File: config.mk
export PLATFORM = sky130hd
export DESIGN_NAME = tlcd_anim_writer
export DESIGN_NICKNAME = d
export VERILOG_FILES = /design/src/rtl/tlcd_pkg.sv /design/src/rtl/tlcd_bus_cycle.sv /design/src/rtl/tlcd_anim_writer.sv
export SDC_FILE = /design/constraint.sdc
export NUM_CORES = 1
export LEC_CHECK = 0
export CORE_MARGIN = 2
export CORE_UTILIZATION = 40
export CTS_CLUSTER_DIAMETER = 40
export CTS_CLUSTER_SIZE = 20
export DETAILED_ROUTE_END_ITERATION = 10
export PLACE_DENSITY = 0.62
export SETUP_SLACK_MARGIN = 0.05
export SYNTH_ARGS = -nofsm -noshare
export SYNTH_HDL_FRONTEND = slang
export SYNTH_SLANG_ARGS = --single-unit
File: constraint.sdc
create_clock -name CLK -period 5.2 [get_ports CLK]
set_clock_uncertainty 0.15 [all_clocks]
set_input_delay 0.78 -clock CLK [delete_from_list [all_inputs] [get_ports CLK]]
set_output_delay 0.78 -clock CLK [all_outputs]
set_load 0.02 [all_outputs]
File: src/rtl/tlcd_pkg.sv
// Shared constants and types for the text-LCD write path.
//   - HD44780-style instruction/data constants used by the writers
//   - animation geometry (glyph count, line length)
//   - writer FSM and bus-cycle phase encodings
//   - banner text for DDRAM line 1 and helpers to index it
package tlcd_pkg;

    localparam logic [7:0] SET_DDRAM_L1 = 8'h80;
    localparam logic [7:0] SET_DDRAM_L2 = 8'hC0;
    localparam logic [7:0] SPACE        = 8'h20;

    localparam int NUM_GLYPHS = 5;
    localparam int LINE_LEN   = 16;

    // Character 0 of the banner sits in the most significant byte.
    localparam logic [8*LINE_LEN-1:0] BANNER = "HELLO TEXT LCD!!";

    typedef enum logic [2:0] {
        ST_IDLE       = 3'd0,
        ST_SET_ADDR1  = 3'd1,
        ST_WR_LINE1   = 3'd2,
        ST_SET_ADDR2  = 3'd3,
        ST_WR_LINE2   = 3'd4,
        ST_WAIT_FRAME = 3'd5
    } wr_state_t;

    typedef enum logic [2:0] {
        PH_IDLE  = 3'd0,
        PH_SETUP = 3'd1,
        PH_EHIGH = 3'd2,
        PH_HOLD  = 3'd3,
        PH_EXEC  = 3'd4
    } bus_phase_t;

    function automatic logic [7:0] banner_byte(input logic [3:0] idx);
        int unsigned pos;
        pos = unsigned'(LINE_LEN - 1) - int'(unsigned'(idx));
        return BANNER[pos*8 +: 8];
    endfunction

    // Width of a down-counter that must hold n-1 (never less than one bit).
    function automatic int cnt_width(input int n);
        return (n < 2) ? 1 : $clog2(n);
    endfunction

endpackage

File: src/rtl/tlcd_bus_cycle.sv
// One timed LCD bus write: setup (E low) / E high / hold (E low) / execute.
// Ports:
//   CLK, RESETN    clock, asynchronous active-low reset
//   req            start a transaction (ignored while busy)
//   rs, data       register select and byte, latched when req is accepted
//   busy           a transaction is in progress
//   done           one-cycle pulse in the final execute cycle
//   tlcd_e/rs/rw/data  LCD pins
//
// phase    | meaning
// ---------+-----------------------------------------------
// PH_IDLE  | waiting for req, E low
// PH_SETUP | RS/DATA stable, E low, SETUP_CYC cycles
// PH_EHIGH | E high, E_HIGH_CYC cycles
// PH_HOLD  | E low, RS/DATA held, HOLD_CYC cycles
// PH_EXEC  | LCD executing, EXEC_CYC cycles; done in the last
module tlcd_bus_cycle
    import tlcd_pkg::*;
#(
    parameter int SETUP_CYC  = 2,
    parameter int E_HIGH_CYC = 25,
    parameter int HOLD_CYC   = 2,
    parameter int EXEC_CYC   = 2500
) (
    input  logic       CLK,
    input  logic       RESETN,
    input  logic       req,
    input  logic       rs,
    input  logic [7:0] data,
    output logic       busy,
    output logic       done,
    output logic       tlcd_e,
    output logic       tlcd_rs,
    output logic       tlcd_rw,
    output logic [7:0] tlcd_data
);

    localparam int MAX_AB  = (SETUP_CYC > E_HIGH_CYC) ? SETUP_CYC : E_HIGH_CYC;
    localparam int MAX_CD  = (HOLD_CYC > EXEC_CYC) ? HOLD_CYC : EXEC_CYC;
    localparam int MAX_CYC = (MAX_AB > MAX_CD) ? MAX_AB : MAX_CD;
    localparam int CNT_W   = cnt_width(MAX_CYC);

    bus_phase_t       phase, phase_nxt;
    logic [CNT_W-1:0] cnt, cnt_nxt;
    logic             rs_q, rs_nxt;
    logic [7:0]       data_q, data_nxt;
    logic             tc;

    assign tc = (cnt == '0);

    always_ff @(posedge CLK or negedge RESETN) begin
        if (!RESETN) begin
            phase  <= PH_IDLE;
            cnt    <= '0;
            rs_q   <= 1'b0;
            data_q <= 8'h00;
        end else begin
            phase  <= phase_nxt;
            cnt    <= cnt_nxt;
            rs_q   <= rs_nxt;
            data_q <= data_nxt;
        end
    end

    always_comb begin
        phase_nxt = phase;
        cnt_nxt   = tc ? cnt : cnt - 1'b1;
        rs_nxt    = rs_q;
        data_nxt  = data_q;
        case (phase)
            PH_IDLE: begin
                cnt_nxt = cnt;
                if (req) begin
                    phase_nxt = PH_SETUP;
                    cnt_nxt   = CNT_W'(SETUP_CYC - 1);
                    rs_nxt    = rs;
                    data_nxt  = data;
                end
            end
            PH_SETUP: begin
                if (tc) begin
                    phase_nxt = PH_EHIGH;
                    cnt_nxt   = CNT_W'(E_HIGH_CYC - 1);
                end
            end
            PH_EHIGH: begin
                if (tc) begin
                    phase_nxt = PH_HOLD;
                    cnt_nxt   = CNT_W'(HOLD_CYC - 1);
                end
            end
            PH_HOLD: begin
                if (tc) begin
                    phase_nxt = PH_EXEC;
                    cnt_nxt   = CNT_W'(EXEC_CYC - 1);
                end
            end
            PH_EXEC: begin
                if (tc) begin
                    phase_nxt = PH_IDLE;
                end
            end
            default: begin
                phase_nxt = PH_IDLE;
                cnt_nxt   = '0;
            end
        endcase
    end

    // E decodes straight from the phase register so an async reset drops it at once.
    assign busy      = (phase != PH_IDLE);
    assign done      = (phase == PH_EXEC) && tc;
    assign tlcd_e    = (phase == PH_EHIGH);
    assign tlcd_rs   = rs_q;
    assign tlcd_rw   = 1'b0;
    assign tlcd_data = data_q;

endmodule

File: src/rtl/tlcd_anim_writer.sv
// Writes the banner to DDRAM line 1 once, then animates line 2 forever: a
// sprite cycling through CGRAM glyphs 0..4 steps one column right per frame.
// Ports:
//   CLK, RESETN   clock, asynchronous active-low reset
//   START         glyph loading complete (level, sampled only in IDLE)
//   TLCD_E/RS/RW/DATA  LCD bus
//   BUSY          high outside IDLE
//   GLYPH, COL    current sprite glyph code and column
//   FRAME_DONE    one-cycle pulse when the last line-2 byte completes
//
// state         | meaning
// --------------+------------------------------------------------
// ST_IDLE       | wait for START
// ST_SET_ADDR1  | instruction: DDRAM address = line 1
// ST_WR_LINE1   | banner bytes 0..15
// ST_SET_ADDR2  | instruction: DDRAM address = line 2
// ST_WR_LINE2   | sprite row bytes 0..15
// ST_WAIT_FRAME | frame delay, then advance sprite
module tlcd_anim_writer
    import tlcd_pkg::*;
#(
    parameter int SETUP_CYC   = 2,
    parameter int E_HIGH_CYC  = 25,
    parameter int HOLD_CYC    = 2,
    parameter int EXEC_CYC    = 2500,
    parameter int FRAME_TICKS = 25000000
) (
    input  logic       CLK,
    input  logic       RESETN,
    input  logic       START,
    output logic       TLCD_E,
    output logic       TLCD_RS,
    output logic       TLCD_RW,
    output logic [7:0] TLCD_DATA,
    output logic       BUSY,
    output logic [2:0] GLYPH,
    output logic [3:0] COL,
    output logic       FRAME_DONE
);

    localparam int         FRAME_W  = cnt_width(FRAME_TICKS);
    localparam logic [3:0] LAST_IDX = 4'(LINE_LEN - 1);
    localparam logic [2:0] LAST_GLY = 3'(NUM_GLYPHS - 1);

    wr_state_t          state, state_nxt;
    logic [3:0]         idx, idx_nxt;
    logic               pending, pending_nxt;
    logic               first_pass, first_pass_nxt;
    logic [2:0]         glyph, glyph_nxt;
    logic [3:0]         col, col_nxt;
    logic [FRAME_W-1:0] fcnt, fcnt_nxt;

    logic       issue;
    logic       bus_req;
    logic       bus_rs;
    logic [7:0] bus_data;
    logic       bus_busy;
    logic       bus_done;
    logic       frame_done;

    tlcd_bus_cycle #(
        .SETUP_CYC  (SETUP_CYC),
        .E_HIGH_CYC (E_HIGH_CYC),
        .HOLD_CYC   (HOLD_CYC),
        .EXEC_CYC   (EXEC_CYC)
    ) u_bus (
        .CLK       (CLK),
        .RESETN    (RESETN),
        .req       (bus_req),
        .rs        (bus_rs),
        .data      (bus_data),
        .busy      (bus_busy),
        .done      (bus_done),
        .tlcd_e    (TLCD_E),
        .tlcd_rs   (TLCD_RS),
        .tlcd_rw   (TLCD_RW),
        .tlcd_data (TLCD_DATA)
    );

    always_ff @(posedge CLK or negedge RESETN) begin
        if (!RESETN) begin
            state      <= ST_IDLE;
            idx        <= 4'd0;
            pending    <= 1'b0;
            first_pass <= 1'b1;
            glyph      <= 3'd0;
            col        <= 4'd0;
            fcnt       <= '0;
        end else begin
            state      <= state_nxt;
            idx        <= idx_nxt;
            pending    <= pending_nxt;
            first_pass <= first_pass_nxt;
            glyph      <= glyph_nxt;
            col        <= col_nxt;
            fcnt       <= fcnt_nxt;
        end
    end

    always_comb begin
        state_nxt      = state;
        idx_nxt        = idx;
        pending_nxt    = pending;
        first_pass_nxt = first_pass;
        glyph_nxt      = glyph;
        col_nxt        = col;
        fcnt_nxt       = fcnt;
        issue          = 1'b0;
        bus_rs         = 1'b0;
        bus_data       = 8'h00;
        frame_done     = 1'b0;

        case (state)
            ST_IDLE: begin
                if (START) begin
                    state_nxt = first_pass ? ST_SET_ADDR1 : ST_SET_ADDR2;
                end
            end
            ST_SET_ADDR1: begin
                issue    = 1'b1;
                bus_data = SET_DDRAM_L1;
                if (bus_done) begin
                    state_nxt = ST_WR_LINE1;
                    idx_nxt   = 4'd0;
                end
            end
            ST_WR_LINE1: begin
                issue    = 1'b1;
                bus_rs   = 1'b1;
                bus_data = banner_byte(idx);
                if (bus_done) begin
                    idx_nxt = idx + 4'd1;
                    if (idx == LAST_IDX) begin
                        state_nxt = ST_SET_ADDR2;
                    end
                end
            end
            ST_SET_ADDR2: begin
                issue    = 1'b1;
                bus_data = SET_DDRAM_L2;
                if (bus_done) begin
                    state_nxt = ST_WR_LINE2;
                    idx_nxt   = 4'd0;
                end
            end
            ST_WR_LINE2: begin
                issue    = 1'b1;
                bus_rs   = 1'b1;
                bus_data = (idx == col) ? {5'b00000, glyph} : SPACE;
                if (bus_done) begin
                    idx_nxt = idx + 4'd1;
                    if (idx == LAST_IDX) begin
                        frame_done     = 1'b1;
                        first_pass_nxt = 1'b0;
                        state_nxt      = ST_WAIT_FRAME;
                        fcnt_nxt       = FRAME_W'(FRAME_TICKS - 1);
                    end
                end
            end
            ST_WAIT_FRAME: begin
                // Sprite moves only here, so every line-2 pass sees one position.
                if (fcnt == '0) begin
                    glyph_nxt = (glyph == LAST_GLY) ? 3'd0 : glyph + 3'd1;
                    col_nxt   = col + 4'd1;
                    state_nxt = ST_SET_ADDR2;
                end else begin
                    fcnt_nxt = fcnt - 1'b1;
                end
            end
            default: begin
                state_nxt = ST_IDLE;
            end
        endcase

        // One request per write state; pending clears on done, the state moves
        // on the same edge, and the next state requests once the bus is idle.
        bus_req = issue && !pending && !bus_busy;
        if (bus_req) begin
            pending_nxt = 1'b1;
        end else if (bus_done) begin
            pending_nxt = 1'b0;
        end
    end

    assign BUSY       = (state != ST_IDLE);
    assign GLYPH      = glyph;
    assign COL        = col;
    assign FRAME_DONE = frame_done;

endmodule

==> results by group, run 1 <==
Status
  • Status: finished clean

Logic synthesis
  • Post-Syn Area per Cell: around 9.0 µm²
  • Synth Instances: around 460
  • Synth area leader: dfrtp_1
  • Ys Warns: 0
  • Post-synthesis sequential area ratio: 0.395
  • Xor/xnor cell area share of the yosys netlist: 0.0340
  • #FFs+latches synth: 65
  • Post-synthesis cell type count: approximately 70
  • Compound-Gate Fraction of Synth Area: 0.209
  • Area contributors post-synth: dfrtp_1, a21oi_1, ha_1
  • Post-Synth Adder-Cell Area: 0.0455
  • Main synth FF type: dfrtp_1
  • Syn_nets: 475
  • Largest family of logic cells by synthesized area: simple AND/OR/NAND/NOR gates
  • Ys async rst share: 1.00
  • Post-Synth Simple-Gate Area: 0.236
  • EDFF count, synth: 0
  • Post-synth design cell area: 4120 µm²
  • Mux cell area share after synthesis: 0.0291
  • Post-synth top area share: 0.388

Pwr
  • Leakage power: 1.98 nW
  • Total power: 932 µW
  • Worst VDD drop: 0.115 mV
  • Power Density: around 200 nW/µm²

Worst setup path
  • Levels on crit path: 7
  • CP Capture Type: output pin
  • CP peak stage delay: 630 ps
  • Worst path bufs/invs: 3
  • Crit path cell chain: inv_1 > ha_1 > or3b_2 > nor4_1 > nand2_1 > inv_1 > clkdlybuf4s50_1
  • CP arrival: between 3000 and 4000 ps
  • CP max FO: 9
  • Critical path type: flop to output pin
  • Reg2reg setup slack: 2050 ps
  • Critical path's most frequent cell: inv_1
  • Crit path from: u_bus.cnt[0]
  • CP Data Required Time: ~4300 ps
  • RR Startpoint: u_bus.cnt[0]
  • Startpoint types: flop
  • CP Capture Point: FRAME_DONE
  • Worst R2R End: u_bus.cnt[0]
  • Critical-path cell with the highest stage delay: clkdlybuf4s50_1
  • Cell family with most CP delay: simple AND/OR/NAND/NOR gates
  • Worst r2r path cells: 10

Global routing
  • Initial antenna violation count: 0
  • Total GRT Usage: 0.176
  • Vias in the first global route: 3291
  • Total congestion overflow: 0
  • Largest net degree at the start of global routing: 66
  • First-pass GRT wire length: 16.0 mm

Clock network
  • Clk buf depth: 2
  • CTS root buffer: clkbuf_8
  • CTS HTree Levels: 3
  • Post-CTS sizing: 0
  • TritonCTS clock tree: done
  • Post-CTS Setup Bufs: 0
  • Clk_lat worst skew: 350 ps
  • Clk sink count: 65
  • CTS clk-pin slew, worst paths: 90 ps
  • Hold-fix buffers at CTS: 0
  • Inserted Clock Buffers: 9

Timing
  • Slew headroom: 0.333
  • Worst-Margin Slew: 996 ps
  • RSZ-0062 raised after global routing: false
  • # setup viols final: 0
  • Fin crit share: 0.832
  • Crit path time final: 4330 ps
  • Pins Over Slew Limit: 0
  • Setup TNS: 0 ps
  • WHS: about 350 ps
  • FMAX: roughly 0.23 GHz
  • Endpoints failing hold: 0

Floorplanning
  • Die extent in x: 106 µm
  • Cell Rows: 37
  • Die Y-Extent: 106 µm
  • Core region area: 10200 µm²
  • Ports: 23
  • Initial Util: 0.405
  • Die ar.: 11100 µm²

Route
  • Detailed-route via count: 3444
  • Pre-antenna DRT Iters: 4
  • ANT nets after route: 0
  • Vias per inst: 5.74
  • Drt drc: 0
  • DR WL/cell: 15.5 µm
  • Number of DRC markers in iteration 0: ~180
  • Detailed Route WL: 9.28 mm

Final layout
  • Final nets: 477
  • Antenna Cells: 0
  • Total of fill cells in the finished design: 1018
  • Design Area, Final: 4540 µm²
  • Share of layout cells above drive strength 1: 0.0948
  • Area delta synth->final: 10.2%

Worst hold path
  • Hold Path Class: flop to flop

Run
  • Max Cap Violations: 0

Place
  • GPL Wtd Cong: 0.878
  • PortBufs: 21
  • DPL Wire Length: 6.28 mm
  • Area after DPL: 4360 µm²
## state kept, by name, indices dropped and copies added, names as in the netlist
register / flops
COL: 4
pending: 1
u_bus.tlcd_data: 8
fcnt: 25
u_bus.phase: 3
GLYPH: 3
state: 3
idx: 4
u_bus.tlcd_rs: 1
first_pass: 1
u_bus.cnt: 12
## cells by family (layout without fill, tap and decap cells)
group	count (synthesis)	after routing
AOI/OAI and AO/OA	132	132
xor gates and xnor gates	16	16
adders and majority gates	15	15
buffers and inverters	47	54
DFF	65	65
muxes	10	10
other	1	1
and+or+nand+nor	171	171
## area by class of cell
| cell class | instances | area [µm²] | share of cell area |
|---|---|---|---|
| multi-input cells | 345 | 2290 | 0.504 |
| inverters | 15 | 56.3 | 0.0124 |
| clock inverters | 5 | 40.0 | 0.00881 |
| well taps | 136 | 170 | 0.0374 |
| flip-flops and latches | 65 | 1630 | 0.358 |
| clock buffers | 11 | 141 | 0.0311 |
| repair buffers | 23 | 220 | 0.0485 |
## stage by stage
step / utilization / worst slack (ps) / cells
after floorplan: - / 2180 / 457
after global placement: 0.428 / 1350 / 584
after detailed placement: 0.428 / 1240 / 584
after CTS: 0.446 / 839 / 600
after global routing: 0.446 / 637 / 600
final: 0.446 / 874 / 600
## worst min path at each step
stage | start | to | slack [ps] | cells after the start
after floorplan | fcnt[0] | fcnt[0] | 320 | 1
after detailed placement | first_pass | first_pass | 340 | 1
after global routing | first_pass | first_pass | 360 | 1
after CTS | first_pass | first_pass | 350 | 1
final | first_pass | first_pass | 350 | 1
after global placement | first_pass | first_pass | 340 | 1
## Yosys cell counts, types with 3 or more instances
master and count:
mux2_2 6, a31oi_1 7, o21ai_0 24, nor4_1 10, nand2b_1 7, ha_1 15
and2_1 5, a21oi_1 39, a211oi_1 3, or4_1 10, xnor2_1 5, a2111oi_0 4
xor2_1 11, or3_1 13, clkbuf_1 17, o31ai_1 10, and4_1 5, nand3_1 17
a21o_1 6, nand2_1 24, nor3b_1 7, inv_1 15, dfrtp_1 64, or2_2 5
o22a_1 3, o211ai_1 4, o41ai_1 3, nor3_1 13, mux2i_1 3, nor2_1 36
buf_2 10
## power by group
part / internal, mW / total (mW) / switching [mW]
Sequential: 0.507 / 0.507 / 0.000797
Combinational: 0.00498 / 0.0187 / 0.0137
Clock: 0.189 / 0.405 / 0.217
## metal layers
layer,vias to the layer above,GRT usage,wire length [µm]
met1,1680,0.241,4470
met2,59,0.276,4360
li1,1697,-,-
met4,0,0.0545,115
met5,-,0,0
met3,8,0.0427,340
## cell usage in the layout, fill, tap and decap left out, types with 3 or more instances in the layout
cell,n
clkbuf_8,10
xor2_1,11
or3_1,13
o211ai_1,4
nor4_1,10
mux2i_1,3
and2_1,5
o21ai_0,24
inv_1,15
nand2b_1,7
o22a_1,3
a31oi_1,7
clkinvlp_4,3
nand2_1,24
clkdlybuf4s50_1,20
a2111oi_0,4
or2_2,5
a211oi_1,3
nor2_1,36
o31ai_1,10
nor3b_1,7
mux2_2,6
o41ai_1,3
a21o_1,6
or4_1,10
nor3_1,13
dfrtp_1,64
and4_1,5
a21oi_1,39
ha_1,15
xnor2_1,5
nand3_1,17
(Power assumes the default switching activity.)
==> inputs of run 2 (changes only) <==
- clock period: 5.2 -> 4.1 ns (I/O delays scaled with it)
==> run 2 against run 1 <==
  * Hold slack worse by 39 ps
  * First-iteration DRC count shrank 2.8%
  * Count of clock-buffer cells in the layout grew 2
  * Worst setup slack worse by 640 ps
  * Final cell count did not move
  * Power increased by 41%
  * Combinational power rose by 29%
  * Largest power group unchanged
==> results by group, run 2 (same netlist as run 1, synthesis figures left out) <==
Final layout
  • Area delta synth->final: 12.0%
  • Multi-input combinational cell area: 2310 µm² (+0.77%)
  • Leading cell type in the layout, fill and taps excluded: dfrtp_1
  • Register area: 1630 µm² (unchanged)
  • Total of fill cells in the finished design: 1014 (-0.39%)
  • Antenna Cells: 0 (unchanged)
  • Final nets: 478 (+0.21%)
  • Max reg flops: 25 (unchanged)
  • Share of layout cells above drive strength 1: 0.0991 (+0.00431)
  • Register with the most flip-flops: fcnt
  • Post-layout util: 0.453 (+0.00713)
  • Most frequent cells in the layout: dfrtp_1, a21oi_1, nor2_1
  • Cell Count, Final, Fillers Out: 600 (unchanged)

Pwr
  • Worst VDD drop: 0.182 mV (+59%)
  • Power Density: 284 nW/µm² (+39%)
  • Leakage power: 2.02 nW (+2.0%)

Worst setup path
  • Critical path's most frequent cell: inv_1
  • Cell family with most CP delay: simple AND/OR/NAND/NOR gates
  • Critical path type: flop to output pin
  • CP Capture Type: output pin
  • CP max FO: 9 (unchanged)
  • Worst R2R End: u_bus.cnt[0]
  • RR Startpoint: u_bus.cnt[0]
  • Crit path cell chain: inv_1 > ha_1 > or3b_2 > nor4_4 > nand2_2 > inv_1 > clkdlybuf4s50_1
  • Worst path bufs/invs: 3 (unchanged)
  • CP arrival: 3100 ps (-300 ps)
  • Critical-path cell with the highest stage delay: clkdlybuf4s50_1
  • CP Data Required Time: 3340 ps (-930 ps)
  • CP peak stage delay: 630 ps (about the same)
  • Worst r2r path cells: 10 (unchanged)
  • Reg2reg setup slack: 1040 ps (-1010 ps)
  • Startpoint types: flop

Clock network
  • CTS root buffer: clkbuf_8
  • Clk_lat worst skew: 360 ps (about the same)
  • Hold-fix buffers at CTS: 0 (unchanged)
  • Post-CTS sizing: 2 (+2)
  • CTS HTree Levels: 3 (unchanged)
  • Clk sink count: 65 (unchanged)
  • Inserted Clock Buffers: 9 (unchanged)
  • CTS clk-pin slew, worst paths: 70 ps (-20 ps)
  • Clk buf depth: 2 (unchanged)
  • Post-CTS Setup Bufs: 0 (unchanged)
  • TritonCTS clock tree: done

Route
  • DR WL/cell: 15.7 µm (+1.6%)
  • Number of DRC markers in iteration 0: 173 (-2.8%)
  • Detailed Route WL: 9.43 mm (+1.6%)
  • ANT nets after route: 0 (unchanged)
  • Pre-antenna DRT Iters: 5 (+1)
  • Vias per inst: 5.83 (+1.5%)
  • Detailed-route via count: 3495 (+1.5%)
  • Drt drc: 0 (unchanged)

Timing
  • Worst-Margin Slew: 1080 ps (+88.1 ps)
  • Crit path time final: 3860 ps
  • Endpoints failing hold: 0 (unchanged)
  • WHS: 310 ps (-38.6 ps)
  • Slew headroom: 0.277 (-0.0556)
  • Fin crit share: 0.942
  • # setup viols final: 0 (unchanged)
  • Setup TNS: 0 ps (unchanged)
  • FMAX: 0.259 GHz
  • RSZ-0062 raised after global routing: false
  • Pins Over Slew Limit: 0 (unchanged)

Run
  • Max Cap Violations: 0 (unchanged)

Global routing
  • Total GRT Usage: 0.182 (+0.00631)
  • Total congestion overflow: 0 (unchanged)
  • First-pass GRT wire length: 16.4 mm (+2.2%)
  • Initial antenna violation count: 0 (unchanged)
  • Vias in the first global route: 3340 (+1.5%)
  • Largest net degree at the start of global routing: 49 (-26%)

Floorplanning
  • Die ar.: 11100 µm² (unchanged)
  • Die Y-Extent: 106 µm (unchanged)
  • Core region area: 10200 µm² (unchanged)
  • Die extent in x: 106 µm (unchanged)
  • Ports: 23 (unchanged)
  • Initial Util: 0.405 (unchanged)
  • Cell Rows: 37 (unchanged)

Place
  • Dpl cells: 585 (+0.17%)
  • DPL Wire Length: 6.39 mm (+1.8%)
  • PortBufs: 21 (unchanged)
  • GPL Wtd Cong: 0.832 (-5.3%)

Status
  • Status: finished clean

Worst hold path
  • Hold Path Class: primary input to asynchronous set/reset pin
## run 2: cell count changes in the layout (fill, tap and decap cells not counted)
cell	delta
nand2_2	+1
nand2_1	-1
clkbuf_8	+2
inv_6	-1
nor4_4	+1
clkinvlp_4	-3
bufinv_16	+2
clkinv_4	-1
nor4_1	-1
buf_4	+1
## run 2: layout make-up
| type | count | share of cell area |
|---|---|---|
| flip-flops and latches | 65 | 0.353 |
| repair buffers | 24 | 0.0493 |
| well taps | 136 | 0.0369 |
| inverters | 15 | 0.0122 |
| multi-input cells | 345 | 0.499 |
| clock buffers | 13 | 0.0366 |
| clock inverters | 2 | 0.0130 |
## run 2: layer usage
metal / wire length (µm) / GRT usage
met3: 341 / 0.0414
met5: 0 / 0
met2: 4390 / 0.271
met4: 88 / 0.0583
met1: 4610 / 0.263
## run 2: power by group
part	total [mW]	internal (mW)	switching [mW]	leakage, nW
clock	0.644	0.390	0.254	0.116
combinational	0.0241	0.00635	0.0177	1.04
sequential	0.644	0.643	0.00107	0.855
## run 2: stage by stage
stage                     area, µm²  total power [mW]  worst slack [ps]
after floorplan                4120             0.662              1240
after global placement         4370             0.681               297
after detailed placement       4370             0.682               225
after CTS                      4610              1.33               155
after global routing           4620              1.36              66.8
final                          4620              1.31               236
## run 2: how the worst max path moves through the flow
| stage | from | to | slack, ps | cells past startpoint |
|---|---|---|---|---|
| floorplan | u_bus.cnt[0] | FRAME_DONE | 1240 | 7 |
| global placement | u_bus.cnt[0] | FRAME_DONE | 300 | 7 |
| detailed placement | u_bus.cnt[0] | FRAME_DONE | 230 | 7 |
| CTS | u_bus.cnt[0] | FRAME_DONE | 150 | 7 |
| global route | u_bus.cnt[0] | FRAME_DONE | 70 | 7 |
| finish | u_bus.cnt[0] | FRAME_DONE | 240 | 7 |
